## src/rtl/ram_stream_reader.sv

```systemverilog
// Sequential RAM read client: issues addresses to a 2-cycle-latency RAM and
// streams the returned words over valid/ready, with credit-based backpressure.
module ram_stream_reader #(
  parameter int unsigned DATA_WIDTH = 16,
  parameter int unsigned ADDR_WIDTH = 5,
  parameter int unsigned BUF_DEPTH  = 4
) (
  input  logic                  clk,
  input  logic                  reset,
  input  logic                  start,
  input  logic [ADDR_WIDTH-1:0] base_addr,
  input  logic [ADDR_WIDTH:0]   length,
  output logic                  busy,
  output logic                  done,
  output logic [ADDR_WIDTH-1:0] rdaddr,
  input  logic [DATA_WIDTH-1:0] ram_q,
  output logic [DATA_WIDTH-1:0] out_data,
  output logic                  out_valid,
  input  logic                  out_ready
);

  localparam int unsigned PTR_W = $clog2(BUF_DEPTH);
  localparam int unsigned CRD_W = PTR_W + 1;
  localparam int unsigned CNT_W = ADDR_WIDTH + 1;

  typedef enum logic [1:0] {
    S_IDLE,
    S_ISSUE,
    S_DRAIN
  } state_e;

  state_e                state_q;
  logic [ADDR_WIDTH-1:0] addr_q;
  logic [CNT_W-1:0]      issue_cnt_q;
  logic [CNT_W-1:0]      pop_cnt_q;
  logic [CRD_W-1:0]      credit_q;
  logic [CRD_W-1:0]      credit_d;
  logic                  v1_q;
  logic                  v2_q;
  logic [CRD_W-1:0]      wr_ptr_q;
  logic [CRD_W-1:0]      rd_ptr_q;
  logic                  busy_q;
  logic                  done_q;
  logic [DATA_WIDTH-1:0] buf_q [BUF_DEPTH];
  logic                  issue_c;
  logic                  pop_c;

  // Credit covers both in-flight reads and buffered words, so the buffer never overflows.
  assign issue_c   = (state_q == S_ISSUE) && (credit_q < CRD_W'(BUF_DEPTH));
  assign out_valid = (wr_ptr_q != rd_ptr_q);
  assign pop_c     = out_valid && out_ready;
  assign out_data  = buf_q[rd_ptr_q[PTR_W-1:0]];
  assign rdaddr    = addr_q;
  assign busy      = busy_q;
  assign done      = done_q;

  always_comb begin
    credit_d = credit_q;
    if (issue_c && !pop_c) begin
      credit_d = credit_q + CRD_W'(1);
    end else if (pop_c && !issue_c) begin
      credit_d = credit_q - CRD_W'(1);
    end
  end

  // Buffer storage needs no reset; the pointers define what is valid.
  always_ff @(posedge clk) begin
    if (v2_q) begin
      buf_q[wr_ptr_q[PTR_W-1:0]] <= ram_q;
    end
  end

  always_ff @(posedge clk) begin
    if (reset) begin
      state_q     <= S_IDLE;
      addr_q      <= '0;
      issue_cnt_q <= '0;
      pop_cnt_q   <= '0;
      credit_q    <= '0;
      v1_q        <= 1'b0;
      v2_q        <= 1'b0;
      wr_ptr_q    <= '0;
      rd_ptr_q    <= '0;
      busy_q      <= 1'b0;
      done_q      <= 1'b0;
    end else begin
      v1_q     <= issue_c;
      v2_q     <= v1_q;
      credit_q <= credit_d;
      done_q   <= 1'b0;
      if (v2_q) begin
        wr_ptr_q <= wr_ptr_q + CRD_W'(1);
      end
      if (pop_c) begin
        rd_ptr_q <= rd_ptr_q + CRD_W'(1);
      end
      if (pop_c && (pop_cnt_q != '0)) begin
        pop_cnt_q <= pop_cnt_q - CNT_W'(1);
      end

      case (state_q)
        S_IDLE: begin
          if (start) begin
            busy_q      <= 1'b1;
            addr_q      <= base_addr;
            issue_cnt_q <= length;
            pop_cnt_q   <= length;
            state_q     <= (length != '0) ? S_ISSUE : S_DRAIN;
          end
        end
        S_ISSUE: begin
          if (issue_c) begin
            addr_q      <= addr_q + ADDR_WIDTH'(1);
            issue_cnt_q <= issue_cnt_q - CNT_W'(1);
            if (issue_cnt_q == CNT_W'(1)) begin
              state_q <= S_DRAIN;
            end
          end
        end
        S_DRAIN: begin
          // Finish on the final pop so done appears the very next cycle.
          if ((pop_cnt_q == '0) || (pop_c && (pop_cnt_q == CNT_W'(1)))) begin
            done_q  <= 1'b1;
            busy_q  <= 1'b0;
            state_q <= S_IDLE;
          end
        end
        default: state_q <= S_IDLE;
      endcase
    end
  end

endmodule

```

## config.mk

```make
export PLATFORM = sky130hd
export DESIGN_NAME = ram_stream_reader
export DESIGN_NICKNAME = d
export VERILOG_FILES = /design/src/rtl/ram_stream_reader.sv
export SDC_FILE = /design/constraint.sdc
export NUM_CORES = 1
export LEC_CHECK = 0
export ABC_AREA = 0
export CAP_MARGIN = 20
export CORE_MARGIN = 1
export CORE_UTILIZATION = 59
export DETAILED_ROUTE_END_ITERATION = 10
export GPL_TIMING_DRIVEN = 0
export PLACE_DENSITY = 0.85
export SYNTH_ARGS = -nofsm -noshare
export SYNTH_HDL_FRONTEND = slang
export SYNTH_SLANG_ARGS = --single-unit
```

## constraint.sdc

```tcl
create_clock -name clk -period 5.55 [get_ports clk]
set_clock_uncertainty 0.05 [all_clocks]
set_input_delay 1.11 -clock clk [delete_from_list [all_inputs] [get_ports clk]]
set_output_delay 1.11 -clock clk [all_outputs]
set_load 0.05 [all_outputs]
```

# Word-level counts from Yosys, hierarchy flattened
# Memories as Yosys holds them, arrays and structs flattened. A register that Yosys moved wholly into a read port is not among the register bits.
# Index checks and enable logic that the tools add are counted.
[op_classes]
addsub = 7
order_cmp = 1
eq_ne = 9
muxes = 25
n_bitwise = 1
n_reduce_logical = 20
[ops]
columns = ["op", "count"]
rows = [
  ["two-way mux 6 bit", 5],
  ["two-way mux 2 bit", 7],
  ["equality test 6 x 1 -> 1 bit (second input constant)", 2],
  ["one-hot mux 6 bit (2 select lines)", 1],
  ["nonzero test 6 bit", 2],
  ["subtractor 6 x 1 -> 6 bit (second input constant)", 2],
  ["two-way mux 5 bit", 2],
  ["one-hot mux 5 bit (2 select lines)", 1],
  ["adder 3 x 1 -> 3 bit (second input constant)", 3],
  ["logical AND 1 bit", 6],
  ["zero test 6 bit", 1],
  ["two-way mux 3 bit", 2],
  ["inequality test 2 bit (second input constant)", 3],
  ["one-hot mux 2 bit (3 select lines)", 1],
  ["AND reduction 3 bit", 2],
  ["nonzero test 2 bit", 3],
  ["adder 5 x 1 -> 5 bit (second input constant)", 1],
  ["two-way mux 1 bit", 5],
  ["AND reduction 4 bit", 1],
  ["< comparator 3 bit (second input constant)", 1],
  ["inequality test 3 bit", 1],
  ["subtractor 3 x 1 -> 3 bit (second input constant)", 1],
  ["equality test 2 x 1 -> 1 bit (second input constant)", 1],
  ["equality test 2 bit (second input constant)", 1],
  ["7 further kinds", 8],
]
[totals]
reg_bits = 32
ram_bits = 64
in_bits = 31
output_inout_bits = 24
elab_cells = 75
memories = 1
[memory_table]
columns = ["memory", "depth", "width", "rd", "rd_ports_with_merged_regs", "wr", "line", "text"]
rows = [
  ["buf_q", 4, 16, 1, 1, 1, "44", "logic [DATA_WIDTH-1:0] buf_q [BUF_DEPTH];"],
]

# Depth between registers and ports, before layout
[logic_depth]
word_depth = 6
mapped_depth = 11
depth_no_buf = 8

# Least setup slack after synthesis
# OpenSTA, ideal clock, no wires.
[synth_path]
path_kind = "register to output"
start = "register (tool-made name)"
end = "output port out_data[10]"
arrival_time_ns = 1.701
t_required_ns = 4.390
setup_slack_ns = 2.689
stages_incl_launch_ff = 4
path_buffers = 2
path_cell_list = "dfxtp_1 clkbuf_1 buf_2 mux4_2"
[synth_rtl]
columns = ["element", "line", "text"]
rows = [
  ["to (decl)", "17", "output logic [DATA_WIDTH-1:0] out_data,"],
]

==> impl_summary.txt <==
----------------------------------------------------
[Finish]
  Synthesis-to-finish area growth ... 19.94%
  Fin nets ... about 420
  Proportion of layout cells with a drive suffix above 1 ... about an eighth
  Area taken by flip-flops and latches ... 2603 um2
  Most frequent cells in the layout ... 64 x sky130_fd_sc_hd__edfxtp_1, 53 x sky130_fd_sc_hd__clkdlybuf4s50_1, 34 x sky130_fd_sc_hd__dfxtp_1
  Most common cell after layout, fill and taps aside ... sky130_fd_sc_hd__edfxtp_1
  FILL cells ... approximately 470
  Antenna diode count ... 0
  Footprint of the multi-input gates ... roughly 1400 um2

[Setup path]
  Depth of the worst register-to-register path ... 9
  Worst path slowest cell ... sky130_fd_sc_hd__clkdlybuf4s50_1
  Critical path buffers and inverters ... 3
  Startpoint kind of the worst setup timing path ... register
  Worst path top cell family by delay ... buffers and inverters
  Critical path peak fanout ... 10
  Reg2reg start ... wr_ptr_q[1]
  Critical path cell sequence ... clkbuf_1, buf_2, mux4_2, clkdlybuf4s50_1
  Setup CP Type ... register to output pin
  CP Data Required Time ... approximately 4.4 ns
  CP Data Arrival Time ... 2.81 ns
  Critical path endpoint category ... output pin
  Setup slack of the most critical reg-to-reg path ... 2.82 ns
  Delay of the slowest cell on the worst path ... roughly 0.7 ns
  Worst reg2reg endpoint ... credit_q[2]

[Detailed routing]
  Starting DRT DRC Count ... around 140
  DR WL met3 ... just over 300 um
  Detailed-routing iteration count for the pre-antenna-repair pass ... 4
  Routed Antenna Nets ... 0
  Total via count after detailed routing ... 2,667
  Average vias per placed instance ... ~5.7
  WL final ... a little under 8 mm
  Routed length on met1 ... approximately 3.3 mm
  Routed wl met2 ... roughly 4.1 mm
  Uppermost layer routed ... met4
  Post-detailed-route DRC marker count ... 0
  Detailed-route wire length per cell ... roughly 17 um

[Floorplan]
  Horiz. Die Dim ... 86.29 um
  Rows ... 30
  Top Ports ... 55
  Core ar. ... ~6800 um2
  Initial core utilization ... approximately three fifths
  Floorplan die area ... approximately 7400 um2
  Die Height ... about 86 um

[Synthesis]
  Register bit count reported by yosys ... 98
  Total of warnings raised by yosys ... 0
  FFs w/ async S/R, synth ... 0%
  Post-synth top flop ... sky130_fd_sc_hd__edfxtp_1
  Netlist area before placement ... between 4000 and 5000 um2
  Number of distinct standard cells referenced by the synthesized netlist ... roughly 50
  Register area share after synthesis ... 62.09%
  Synthesized instance count ... about 300
  Syn_area_per_cell ... between 10 and 15 um2
  Net count of the mapped netlist ... 351
  EDFF count, synth ... 64

[Place]
  Post-detail-place hpwl ... roughly 5.4 mm
  Global placement routability congestion ... 0.9030
  Number of buffers added on ports ... between 50 and 60

[Timing]
  RSZ-0062 raised after global routing ... no
  Setup TNS ... 0 ns
  Max-Slew Margin vs Limit ... 38.75%
  Setup violations, final ... 0
  Fin Hold WS ... a little under 0.4 ns
  Fin. Hold Viols ... 0
  Share of the clock period used by the worst path ... between 70 and 80%
  Slew Limit Fails ... 0
  Clock period minus worst slack ... 3.974 ns
  Highest attainable clock frequency ... 251.6 MHz
  Slew of the pin with the lowest slew margin ... ~0.92 ns

[GRT]
  Number of global-route vias before repair ... between 2k and 3k
  Global-route total usage across every layer ... between 20% and 30%
  Gr ovfl total ... 0
  Initial antenna violation count ... 0
  Global-route wire length before repair ... between 10 and 15 mm
  Maximum number of pins on one net before global-route repair ... 19

[CTS]
  Clock sink count ... a little under 100
  Clock tree from TritonCTS ... done
  Total clock buffers created by CTS ... 9
  CTS Root Buffer Type ... sky130_fd_sc_hd__clkbuf_8
  Number of buffers added to fix hold violations after cts ... 0
  Post-cts gate resize count ... 0
  Insertion delay of the later-clocked pin in the worst-skew pair ... about 0.36 ns
  Clock-pin slew on the worst setup and hold paths ... roughly 0.10 ns
  Max clock buf depth ... 2
  Number of buffers inserted to repair setup after CTS ... 0
  H-tree depth reported by CTS ... 3

[Hold path]
  Hold EP ... v2_q
  Worst Min Path Start ... v1_q
  Kind of path behind the tightest hold check ... register to register
  Depth of the worst hold-timing path ... 1

[Status]
  Outcome ... complete, no violations

[Pwr]
  Ratio of total power to cell area ... ~320 nW/um2
  Peak supply drop ... around 0.17 mV
  Static Leak ... around 1.7 nW

[Flow run]
  Maximum capacitance violations ... 0

----------------------------------------------------
-- how the worst max path moves through the flow --
| stage | from | endpoint | slack (ns) | depth (start not counted) |
|---|---|---|---|---|
| after CTS | register | out_data[11] | 1.49 | 4 |
| after detailed placement | register | out_data[11] | 1.91 | 4 |
| after floorplan | register | out_data[10] | 2.69 | 3 |
| after global placement | register | out_data[5] | 1.92 | 4 |
| final | register | out_data[11] | 1.58 | 4 |
| after global routing | register | out_data[11] | 1.34 | 4 |
-- cells by family (layout without fill, tap and decap cells) --
family                     Yosys count  in the layout  synth area share [%]
and+or+nand+nor                     85             85                 10.60
DFF                                 98             98                 62.09
xor gates and xnor gates             8              8                 1.672
muxes                               19             19                 9.343
buffers and inverters               28             97                 3.493
adders and majority gates           13             13                 4.060
AOI/OAI and AO/OA                   56             56                 8.747
-- through the flow --
stage	worst slack, ns	power [mW]	utilization (%)	instances	cell area, um2
finish	1.576	1.610	73.59	472	5027
floorplan	2.689	1.092	-	307	4192
CTS	1.492	1.619	73.59	472	5027
global placement	1.918	1.187	70.88	456	4842
detailed placement	1.908	1.200	70.88	456	4842
global route	1.345	1.684	73.59	472	5027
-- flip-flops by register name, summed over array words and instances, names as in the netlist, named ones only --
name / count
v1_q: 1
credit_q: 3
wr_ptr_q: 3
busy: 1
v2_q: 1
issue_cnt_q: 6
buf_q: 64
rd_ptr_q: 3
state_q: 2
done: 1
rdaddr: 5
pop_cnt_q: 6
-- power by group --
part           leakage (nW)  internal [mW]  switching, mW  total (mW)
registers             0.855          0.812         0.0339       0.846
clock network        0.0953          0.172          0.254       0.425
logic                 0.785          0.143          0.196       0.339
total                  1.74           1.13          0.483        1.61
-- synthesized netlist by cell type (all sizes together) (4+ instances only) --
cell | number | share of area, %
edfxtp | 64 | 46
dfxtp | 34 | 16
nor2 | 25 | 2.2
mux4 | 16 | 8.6
a21oi | 15 | 1.8
o21ai | 13 | 1.6
ha | 12 | 3.6
inv | 12 | 1.1
nand2 | 12 | 1.1
clkbuf | 11 | 1.5
and2 | 9 | 1.4
a311oi | 7 | 1.5
nand3 | 6 | 0.72
nor3 | 6 | 0.72
xor2 | 6 | 1.3
buf | 5 | 0.96
a21o | 4 | 0.72
nand2b | 4 | 0.60
nor2b | 4 | 0.60
o31ai | 4 | 0.72
or3 | 4 | 0.63
or4 | 4 | 0.75
-- layer usage --
| metal | vias to the layer above | GRT usage (%) |
|---|---|---|
| met5 | - | 0 |
| met4 | 0 | 6.818 |
| met3 | 5 | 5.143 |
| met2 | 66 | 38.60 |
| met1 | 1295 | 28.75 |
| li1 | 1301 | - |
-- area by class of cell --
cell class	count	area share, %
sequential	98	51.77
multi-input combinational	181	28.70
timing repair buffer	53	10.55
clock buffer	9	2.464
tap	96	2.389
buffer	16	2.016
clock inverter	7	1.220
inverter	12	0.8960
No activity file was read; power rests on OpenSTA's default activity.
